[src/rtl/cacheline_mem_arbiter_if.sv]
// Cacheline port bundle between the I-cache, D-cache and the memory/burst side.
// The arbiter takes the slave view; the surrounding caches and memory take the master view.
interface cacheline_mem_arbiter_if #(
    parameter int ADDR_W = 32,
    parameter int LINE_W = 256
);
    logic              icache_read_i;
    logic [ADDR_W-1:0] icache_addr_i;
    logic [LINE_W-1:0] icache_rdata_o;
    logic              icache_resp_o;

    logic              dcache_read_i;
    logic              dcache_write_i;
    logic [ADDR_W-1:0] dcache_addr_i;
    logic [LINE_W-1:0] dcache_wdata_i;
    logic [LINE_W-1:0] dcache_rdata_o;
    logic              dcache_resp_o;

    logic              mem_read_o;
    logic              mem_write_o;
    logic [ADDR_W-1:0] mem_addr_o;
    logic [LINE_W-1:0] mem_wdata_o;
    logic [LINE_W-1:0] mem_rdata_i;
    logic              mem_resp_i;

    modport slave (
        input  icache_read_i, icache_addr_i,
        input  dcache_read_i, dcache_write_i, dcache_addr_i, dcache_wdata_i,
        input  mem_rdata_i, mem_resp_i,
        output icache_rdata_o, icache_resp_o,
        output dcache_rdata_o, dcache_resp_o,
        output mem_read_o, mem_write_o, mem_addr_o, mem_wdata_o
    );

    modport master (
        output icache_read_i, icache_addr_i,
        output dcache_read_i, dcache_write_i, dcache_addr_i, dcache_wdata_i,
        output mem_rdata_i, mem_resp_i,
        input  icache_rdata_o, icache_resp_o,
        input  dcache_rdata_o, dcache_resp_o,
        input  mem_read_o, mem_write_o, mem_addr_o, mem_wdata_o
    );
endinterface

[src/rtl/cacheline_mem_arbiter.sv]
// Round-robin arbiter sharing one memory cacheline port between the I-cache and D-cache.
// One request is latched per grant and held on the memory port until mem_resp_i.
module cacheline_mem_arbiter #(
    parameter int ADDR_W = 32,
    parameter int LINE_W = 256
) (
    input  logic                   clk,
    input  logic                   rst,
    cacheline_mem_arbiter_if.slave bus
);
    localparam int OFS = $clog2(LINE_W / 8);

    typedef enum logic [1:0] {
        IDLE    = 2'd0,
        SERVE_I = 2'd1,
        SERVE_D = 2'd2,
        DONE    = 2'd3
    } state_t;

    typedef enum logic {
        GNT_I = 1'b0,
        GNT_D = 1'b1
    } side_t;

    state_t            state_q;
    state_t            state_d;
    side_t             last_grant_q;

    logic [ADDR_W-1:0] addr_p0;
    logic [LINE_W-1:0] wdata_p0;
    logic              op_rd_p0;
    logic              op_wr_p0;
    logic              vld_p0;

    logic              i_req;
    logic              d_req;
    logic              grant_i;
    logic              grant_d;

    function automatic logic [ADDR_W-1:0] align_line(input logic [ADDR_W-1:0] addr);
        align_line = {addr[ADDR_W-1:OFS], {OFS{1'b0}}};
    endfunction

    assign i_req = bus.icache_read_i;
    assign d_req = bus.dcache_read_i | bus.dcache_write_i;

    // On a tie the side that was not served last wins; last_grant resets to I so D wins first.
    assign grant_d = (state_q == IDLE) && d_req && (!i_req || (last_grant_q == GNT_I));
    assign grant_i = (state_q == IDLE) && i_req && (!d_req || (last_grant_q == GNT_D));

    always_ff @(posedge clk or posedge rst) begin
        if (rst) begin
            state_q      <= IDLE;
            last_grant_q <= GNT_I;
        end else begin
            state_q <= state_d;
            if (grant_d) begin
                last_grant_q <= GNT_D;
            end else if (grant_i) begin
                last_grant_q <= GNT_I;
            end
        end
    end

    always_comb begin
        state_d = state_q;
        case (state_q)
            IDLE: begin
                if (grant_d) begin
                    state_d = SERVE_D;
                end else if (grant_i) begin
                    state_d = SERVE_I;
                end
            end
            SERVE_I, SERVE_D: begin
                if (bus.mem_resp_i) begin
                    state_d = DONE;
                end
            end
            DONE:    state_d = IDLE;
            default: state_d = IDLE;
        endcase
    end

    // Grant stage: request captured here stays frozen until the next grant.
    always_ff @(posedge clk or posedge rst) begin
        if (rst) begin
            addr_p0  <= '0;
            wdata_p0 <= '0;
            op_rd_p0 <= 1'b0;
            op_wr_p0 <= 1'b0;
        end else if (grant_d) begin
            addr_p0  <= align_line(bus.dcache_addr_i);
            wdata_p0 <= bus.dcache_wdata_i;
            op_wr_p0 <= bus.dcache_write_i;
            op_rd_p0 <= ~bus.dcache_write_i;
        end else if (grant_i) begin
            addr_p0  <= align_line(bus.icache_addr_i);
            wdata_p0 <= bus.dcache_wdata_i;
            op_wr_p0 <= 1'b0;
            op_rd_p0 <= 1'b1;
        end
    end

    assign vld_p0 = (state_q == SERVE_I) || (state_q == SERVE_D);

    assign bus.mem_read_o  = vld_p0 & op_rd_p0;
    assign bus.mem_write_o = vld_p0 & op_wr_p0;
    assign bus.mem_addr_o  = addr_p0;
    assign bus.mem_wdata_o = wdata_p0;

    // Completion is routed in the same cycle as mem_resp_i; the DONE bubble follows.
    assign bus.icache_resp_o = ~rst & (state_q == SERVE_I) & bus.mem_resp_i;
    assign bus.dcache_resp_o = ~rst & (state_q == SERVE_D) & bus.mem_resp_i;

    assign bus.icache_rdata_o = rst ? '0 : bus.mem_rdata_i;
    assign bus.dcache_rdata_o = rst ? '0 : bus.mem_rdata_i;
endmodule

[src/flat_wrapper.sv]
// flat-port wrapper written by rule: the top's interface ports become plain ports
module cacheline_mem_arbiter_flat 
#(
    parameter int ADDR_W = 32,
    parameter int LINE_W = 256
)
  (clk, rst, bus_icache_read_i, bus_icache_addr_i, bus_dcache_read_i, bus_dcache_write_i, bus_dcache_addr_i, bus_dcache_wdata_i, bus_mem_rdata_i, bus_mem_resp_i, bus_icache_rdata_o, bus_icache_resp_o, bus_dcache_rdata_o, bus_dcache_resp_o, bus_mem_read_o, bus_mem_write_o, bus_mem_addr_o, bus_mem_wdata_o);
  cacheline_mem_arbiter_if #(.ADDR_W(ADDR_W), .LINE_W(LINE_W)) bus_i ();
  input  logic clk;
  input  logic rst;
  input wire logic [$bits(bus_i.icache_read_i)-1:0] bus_icache_read_i;
  input wire logic [$bits(bus_i.icache_addr_i)-1:0] bus_icache_addr_i;
  input wire logic [$bits(bus_i.dcache_read_i)-1:0] bus_dcache_read_i;
  input wire logic [$bits(bus_i.dcache_write_i)-1:0] bus_dcache_write_i;
  input wire logic [$bits(bus_i.dcache_addr_i)-1:0] bus_dcache_addr_i;
  input wire logic [$bits(bus_i.dcache_wdata_i)-1:0] bus_dcache_wdata_i;
  input wire logic [$bits(bus_i.mem_rdata_i)-1:0] bus_mem_rdata_i;
  input wire logic [$bits(bus_i.mem_resp_i)-1:0] bus_mem_resp_i;
  output wire logic [$bits(bus_i.icache_rdata_o)-1:0] bus_icache_rdata_o;
  output wire logic [$bits(bus_i.icache_resp_o)-1:0] bus_icache_resp_o;
  output wire logic [$bits(bus_i.dcache_rdata_o)-1:0] bus_dcache_rdata_o;
  output wire logic [$bits(bus_i.dcache_resp_o)-1:0] bus_dcache_resp_o;
  output wire logic [$bits(bus_i.mem_read_o)-1:0] bus_mem_read_o;
  output wire logic [$bits(bus_i.mem_write_o)-1:0] bus_mem_write_o;
  output wire logic [$bits(bus_i.mem_addr_o)-1:0] bus_mem_addr_o;
  output wire logic [$bits(bus_i.mem_wdata_o)-1:0] bus_mem_wdata_o;
  assign bus_i.icache_read_i = bus_icache_read_i;
  assign bus_i.icache_addr_i = bus_icache_addr_i;
  assign bus_i.dcache_read_i = bus_dcache_read_i;
  assign bus_i.dcache_write_i = bus_dcache_write_i;
  assign bus_i.dcache_addr_i = bus_dcache_addr_i;
  assign bus_i.dcache_wdata_i = bus_dcache_wdata_i;
  assign bus_i.mem_rdata_i = bus_mem_rdata_i;
  assign bus_i.mem_resp_i = bus_mem_resp_i;
  assign bus_icache_rdata_o = bus_i.icache_rdata_o;
  assign bus_icache_resp_o = bus_i.icache_resp_o;
  assign bus_dcache_rdata_o = bus_i.dcache_rdata_o;
  assign bus_dcache_resp_o = bus_i.dcache_resp_o;
  assign bus_mem_read_o = bus_i.mem_read_o;
  assign bus_mem_write_o = bus_i.mem_write_o;
  assign bus_mem_addr_o = bus_i.mem_addr_o;
  assign bus_mem_wdata_o = bus_i.mem_wdata_o;
  cacheline_mem_arbiter #(.ADDR_W(ADDR_W), .LINE_W(LINE_W)) u_core (.clk(clk), .rst(rst), .bus(bus_i));
endmodule
[config.mk]
export PLATFORM = sky130hd
export DESIGN_NAME = cacheline_mem_arbiter_flat
export DESIGN_NICKNAME = d
export VERILOG_FILES = /design/src/rtl/cacheline_mem_arbiter_if.sv /design/src/rtl/cacheline_mem_arbiter.sv /design/src/flat_wrapper.sv
export SDC_FILE = /design/constraint.sdc
export NUM_CORES = 1
export LEC_CHECK = 0
export ABC_AREA = 0
export BUFFER_PORTS_ARGS = -buffer_cell sky130_fd_sc_hd__buf_4
export CAP_MARGIN = 30
export CORE_AREA = 2 2 545 547
export DETAILED_ROUTE_END_ITERATION = 7
export DIE_AREA = 0 0 547 549
export GPL_TIMING_DRIVEN = 1
export PLACE_DENSITY = 0.3
export SLEW_MARGIN = 20
export SYNTH_ARGS = -nofsm -noshare
export SYNTH_HDL_FRONTEND = slang
export SYNTH_SLANG_ARGS = --single-unit
[constraint.sdc]
create_clock -name clk -period 12 [get_ports clk]
set_input_delay 1.2 -clock clk [delete_from_list [all_inputs] [get_ports clk]]
set_output_delay 1.2 -clock clk [all_outputs]
set_load 0.01 [all_outputs]
==> run_summary.xml <==
<?xml version="1.0" encoding="UTF-8"?>
<metrics>
  <group name="final_layout">
    <metric name="layout_common_cells" unit="">sky130_fd_sc_hd__buf_4, sky130_fd_sc_hd__nand2_1, sky130_fd_sc_hd__dfrtp_1</metric>
    <metric name="final_design_instance_area_without_fill" unit="sq um">29600</metric>
    <metric name="layout_commonest_cell" unit="">sky130_fd_sc_hd__buf_4</metric>
    <metric name="area_growth_from_synthesis_to_layout" unit="%">98.8</metric>
    <metric name="layoutNonFillerInstCount" unit="">6915</metric>
    <metric name="drive_gt1_frac" unit="">0.504</metric>
    <metric name="finish.utilization" unit="">0.100</metric>
    <metric name="num-nets-final" unit="">3480</metric>
  </group>
  <group name="critical_path">
    <metric name="worstReg2RegStart" unit="">u_core.state_q[0]$_DFFE_PP0P_</metric>
    <metric name="worstPathArrival" unit="ns">3.11</metric>
    <metric name="start_kind" unit="">input pin</metric>
    <metric name="number_of_cell_instances_on_the_worst_register_to_register_path" unit="">7</metric>
    <metric name="worstPathRequired" unit="ns">10.80</metric>
    <metric name="ff2ff_setup_slack" unit="ns">8.91</metric>
    <metric name="cell_chain_of_the_critical_path" unit="">buf_8 -&gt; buf_12 -&gt; nor2b_1 -&gt; buf_4</metric>
    <metric name="critical_path.reg2reg.endpoint" unit="">u_core.bus.mem_wdata_o[153]$_DFFE_PP0P_</metric>
    <metric name="critical_path_slowest_stage_cell" unit="">sky130_fd_sc_hd__nor2b_1</metric>
    <metric name="crit_path_max_incr_delay" unit="ns">0.72</metric>
    <metric name="critical_path_peak_fanout" unit="">148</metric>
    <metric name="endpoint_kind" unit="">output port</metric>
    <metric name="critical_path_class" unit="">in2out</metric>
  </group>
  <group name="synth">
    <metric name="synth.yosys.warnings" unit="">0</metric>
    <metric name="post_synth.cell_area_avg" unit="sq um">8.21</metric>
    <metric name="syn_inst" unit="">1815</metric>
    <metric name="synthesis.area" unit="sq um">14900</metric>
    <metric name="post-synth-top-area-cell" unit="">sky130_fd_sc_hd__dfrtp_1</metric>
    <metric name="synthTopCellsByArea" unit="">sky130_fd_sc_hd__dfrtp_1, sky130_fd_sc_hd__nand2_1, sky130_fd_sc_hd__buf_4, sky130_fd_sc_hd__nor2b_1, sky130_fd_sc_hd__buf_2</metric>
    <metric name="yosysSeqAreaShare" unit="">0.484</metric>
    <metric name="synth.ff_latch_count" unit="">288</metric>
    <metric name="synth_top_area_share" unit="">0.484</metric>
    <metric name="ys_types" unit="">27</metric>
  </group>
  <group name="route">
    <metric name="detailroute.via_count" unit="">17609</metric>
    <metric name="remaining_drc_errors" unit="">0</metric>
    <metric name="avgViaCountPerCell" unit="">2.55</metric>
    <metric name="initial_drt_pass_iterations" unit="">4</metric>
    <metric name="totalWireLength" unit="microns">235000</metric>
    <metric name="routedWlPerCell" unit="microns">33.9</metric>
    <metric name="final_antenna_net_count" unit="">0</metric>
    <metric name="dr.first_iter.drc_count" unit="">1084</metric>
  </group>
  <group name="timing">
    <metric name="timing_worst_slew_pin_value" unit="ns">1.05</metric>
    <metric name="hold_violations" unit="">0</metric>
    <metric name="setup_viol" unit="">0</metric>
    <metric name="grt_setup_unrepaired" unit="">no</metric>
    <metric name="slew_headroom" unit="">0.300</metric>
    <metric name="slew_violations" unit="">0</metric>
    <metric name="fin_setup_tns" unit="ns">0</metric>
    <metric name="max_freq" unit="MHz">232</metric>
    <metric name="timing.final.crit_period" unit="ns">4.31</metric>
    <metric name="period_share" unit="">0.359</metric>
    <metric name="timing.clock.skew" unit="ns">0.0347</metric>
  </group>
  <group name="hold_path">
    <metric name="hold_depth" unit="">2</metric>
    <metric name="hold_path_startpoint" unit="">u_core.bus.mem_wdata_o[14]$_DFFE_PP0P_</metric>
    <metric name="min-delay-path-class" unit="">reg2reg</metric>
    <metric name="worstHoldEndpoint" unit="">u_core.bus.mem_wdata_o[14]$_DFFE_PP0P_</metric>
  </group>
  <group name="placement">
    <metric name="dpl.hpwl" unit="microns">213000</metric>
    <metric name="placement.io_buffers" unit="">1370</metric>
    <metric name="placed_cells_incl_taps" unit="">6786</metric>
    <metric name="postPlaceCellArea" unit="sq um">28000</metric>
    <metric name="final_weighted_congestion_of_routability_driven_global_placement" unit="">1.04</metric>
  </group>
  <group name="clock_network">
    <metric name="clk_pin_slew" unit="ns">0.06</metric>
    <metric name="cts_tree" unit="">yes</metric>
    <metric name="clockRootBuffer" unit="">sky130_fd_sc_hd__clkbuf_16</metric>
    <metric name="cts_setup_buffers" unit="">0</metric>
    <metric name="number_of_clock_buffers_inserted_by_tritoncts" unit="">45</metric>
    <metric name="cts_num_sinks" unit="">288</metric>
    <metric name="holdBufCountCts" unit="">0</metric>
    <metric name="cts.path.max_buffers" unit="">3</metric>
    <metric name="post_cts_gate_resize_count" unit="">0</metric>
    <metric name="htreeDepth" unit="">2</metric>
    <metric name="insertion_delay" unit="ns">0.63</metric>
  </group>
  <group name="global_routing">
    <metric name="track_usage" unit="">0.150</metric>
    <metric name="grt_max_degree" unit="">149</metric>
    <metric name="grt_pass1_vias" unit="">17891</metric>
    <metric name="grt_remaining_overflow" unit="">0</metric>
    <metric name="wire_length_of_the_first_global_routing_pass" unit="microns">275000</metric>
    <metric name="antenna_found_initial" unit="">192</metric>
  </group>
  <group name="floorplanning">
    <metric name="die_w" unit="microns">547</metric>
    <metric name="core-area" unit="sq um">295000</metric>
    <metric name="area_enclosed_by_the_die_boundary" unit="sq um">300000</metric>
    <metric name="fp.dieH" unit="microns">549</metric>
    <metric name="floorplan.initialDensity" unit="">0.0505</metric>
    <metric name="design.portCount" unit="">1386</metric>
    <metric name="floorplan.rows" unit="">200</metric>
  </group>
  <group name="power">
    <metric name="powerDensity" unit="nW/um^2">213</metric>
    <metric name="power" unit="uW">6310</metric>
    <metric name="vdd_ir_drop_max" unit="mV">0.107</metric>
    <metric name="total_leakage_power" unit="uW">0.0143</metric>
  </group>
  <group name="run">
    <metric name="max-cap-violations" unit="">0</metric>
  </group>
  <group name="status">
    <metric name="outcome" unit="">finished clean</metric>
  </group>
</metrics>
## routing by layer
metal | GRT usage | routed length, microns | up-vias
met3 | 0.109 | 37400 | 384
li1 | - | - | 7505
met4 | 0.0516 | 8160 | 112
met5 | 0.00760 | 1010 | -
met2 | 0.254 | 113000 | 1257
met1 | 0.140 | 75500 | 8351
## how the worst max path moves through the flow
| stage | startpoint | endpoint | slack [ns] | cells after the start |
|---|---|---|---|---|
| final | rst | bus_dcache_rdata_o[162] | 7.69 | 4 |
| after global placement | rst | bus_icache_rdata_o[169] | 7.54 | 4 |
| after global routing | rst | bus_icache_rdata_o[169] | 7.58 | 4 |
| after floorplan | rst | bus_icache_resp_o | 2.62 | 3 |
| after detailed placement | rst | bus_icache_rdata_o[169] | 7.51 | 4 |
| after CTS | rst | bus_icache_rdata_o[169] | 7.51 | 4 |
## registers in the layout, summed over array words and instances (netlist names)
name,count
u_core.op_rd_p0,1
u_core.last_grant_q,1
u_core.bus.mem_wdata_o,256
u_core.op_wr_p0,1
u_core.bus.mem_addr_o,27
u_core.state_q,2
## critical path: cells and delay by family
| kind | cells | cell delay [ns] |
|---|---|---|
| buffers and inverters | 3 | 0.85 |
| and+or+nand+nor | 1 | 0.72 |
## cell usage after synthesis
| cell | n |
|---|---|
| sky130_fd_sc_hd__o22ai_1 | 2 |
| sky130_fd_sc_hd__mux2_2 | 1 |
| sky130_fd_sc_hd__a21bo_2 | 1 |
| sky130_fd_sc_hd__and3_1 | 2 |
| sky130_fd_sc_hd__a21oi_1 | 27 |
| sky130_fd_sc_hd__a21boi_4 | 1 |
| sky130_fd_sc_hd__o21a_1 | 2 |
| sky130_fd_sc_hd__clkbuf_2 | 1 |
| sky130_fd_sc_hd__inv_1 | 5 |
| sky130_fd_sc_hd__nor2_1 | 29 |
| sky130_fd_sc_hd__nor2b_1 | 256 |
| sky130_fd_sc_hd__o21ai_0 | 30 |
| sky130_fd_sc_hd__buf_4 | 262 |
| sky130_fd_sc_hd__and2_1 | 1 |
| sky130_fd_sc_hd__conb_1 | 1 |
| sky130_fd_sc_hd__a2bb2oi_1 | 1 |
| sky130_fd_sc_hd__a31oi_1 | 27 |
| sky130_fd_sc_hd__nor3_1 | 1 |
| sky130_fd_sc_hd__buf_2 | 64 |
| sky130_fd_sc_hd__nand2_1 | 770 |
| sky130_fd_sc_hd__clkbuf_1 | 35 |
| sky130_fd_sc_hd__dfrtp_1 | 288 |
| sky130_fd_sc_hd__o31a_1 | 1 |
| sky130_fd_sc_hd__o31ai_4 | 1 |
| sky130_fd_sc_hd__or2_2 | 1 |
| sky130_fd_sc_hd__ha_1 | 4 |
| sky130_fd_sc_hd__mux2i_1 | 1 |
## kinds of logic after synthesis
family                   synth area share
AND/OR/NAND/NOR                     0.311
buffers and inverters               0.164
other                            0.000252
multiplexers                      0.00143
AO/OA/AOI/OAI                      0.0369
flip-flops                          0.484
adder cells (fa/ha/maj)           0.00336
## cell type report
type,instances,area (sq um)
Multi-Input combinational cell,1164,5290
Timing Repair Buffer,1390,10500
Fill cell,34508,265000
Tap cell,3939,4930
Clock inverter,16,211
Clock buffer,65,1310
Antenna cell,48,120
Sequential cell,288,7210
Inverter,5,26.3
## through the flow
step,hold slack [ns],setup WS (ns)
after floorplan,0.456,2.62
after global routing,0.490,7.58
final,0.474,7.69
after CTS,0.480,7.51
after global placement,0.461,7.54
after detailed placement,0.464,7.51
## power breakdown
group | internal (uW) | leakage [uW] | switching (uW) | total [uW]
Combinational | 1140 | 0.0100 | 2050 | 3190
Clock | 826 | 0.000742 | 572 | 1400
Sequential | 1450 | 0.00354 | 285 | 1730
Total | 3410 | 0.0143 | 2910 | 6310
(Power assumes the default switching activity.)
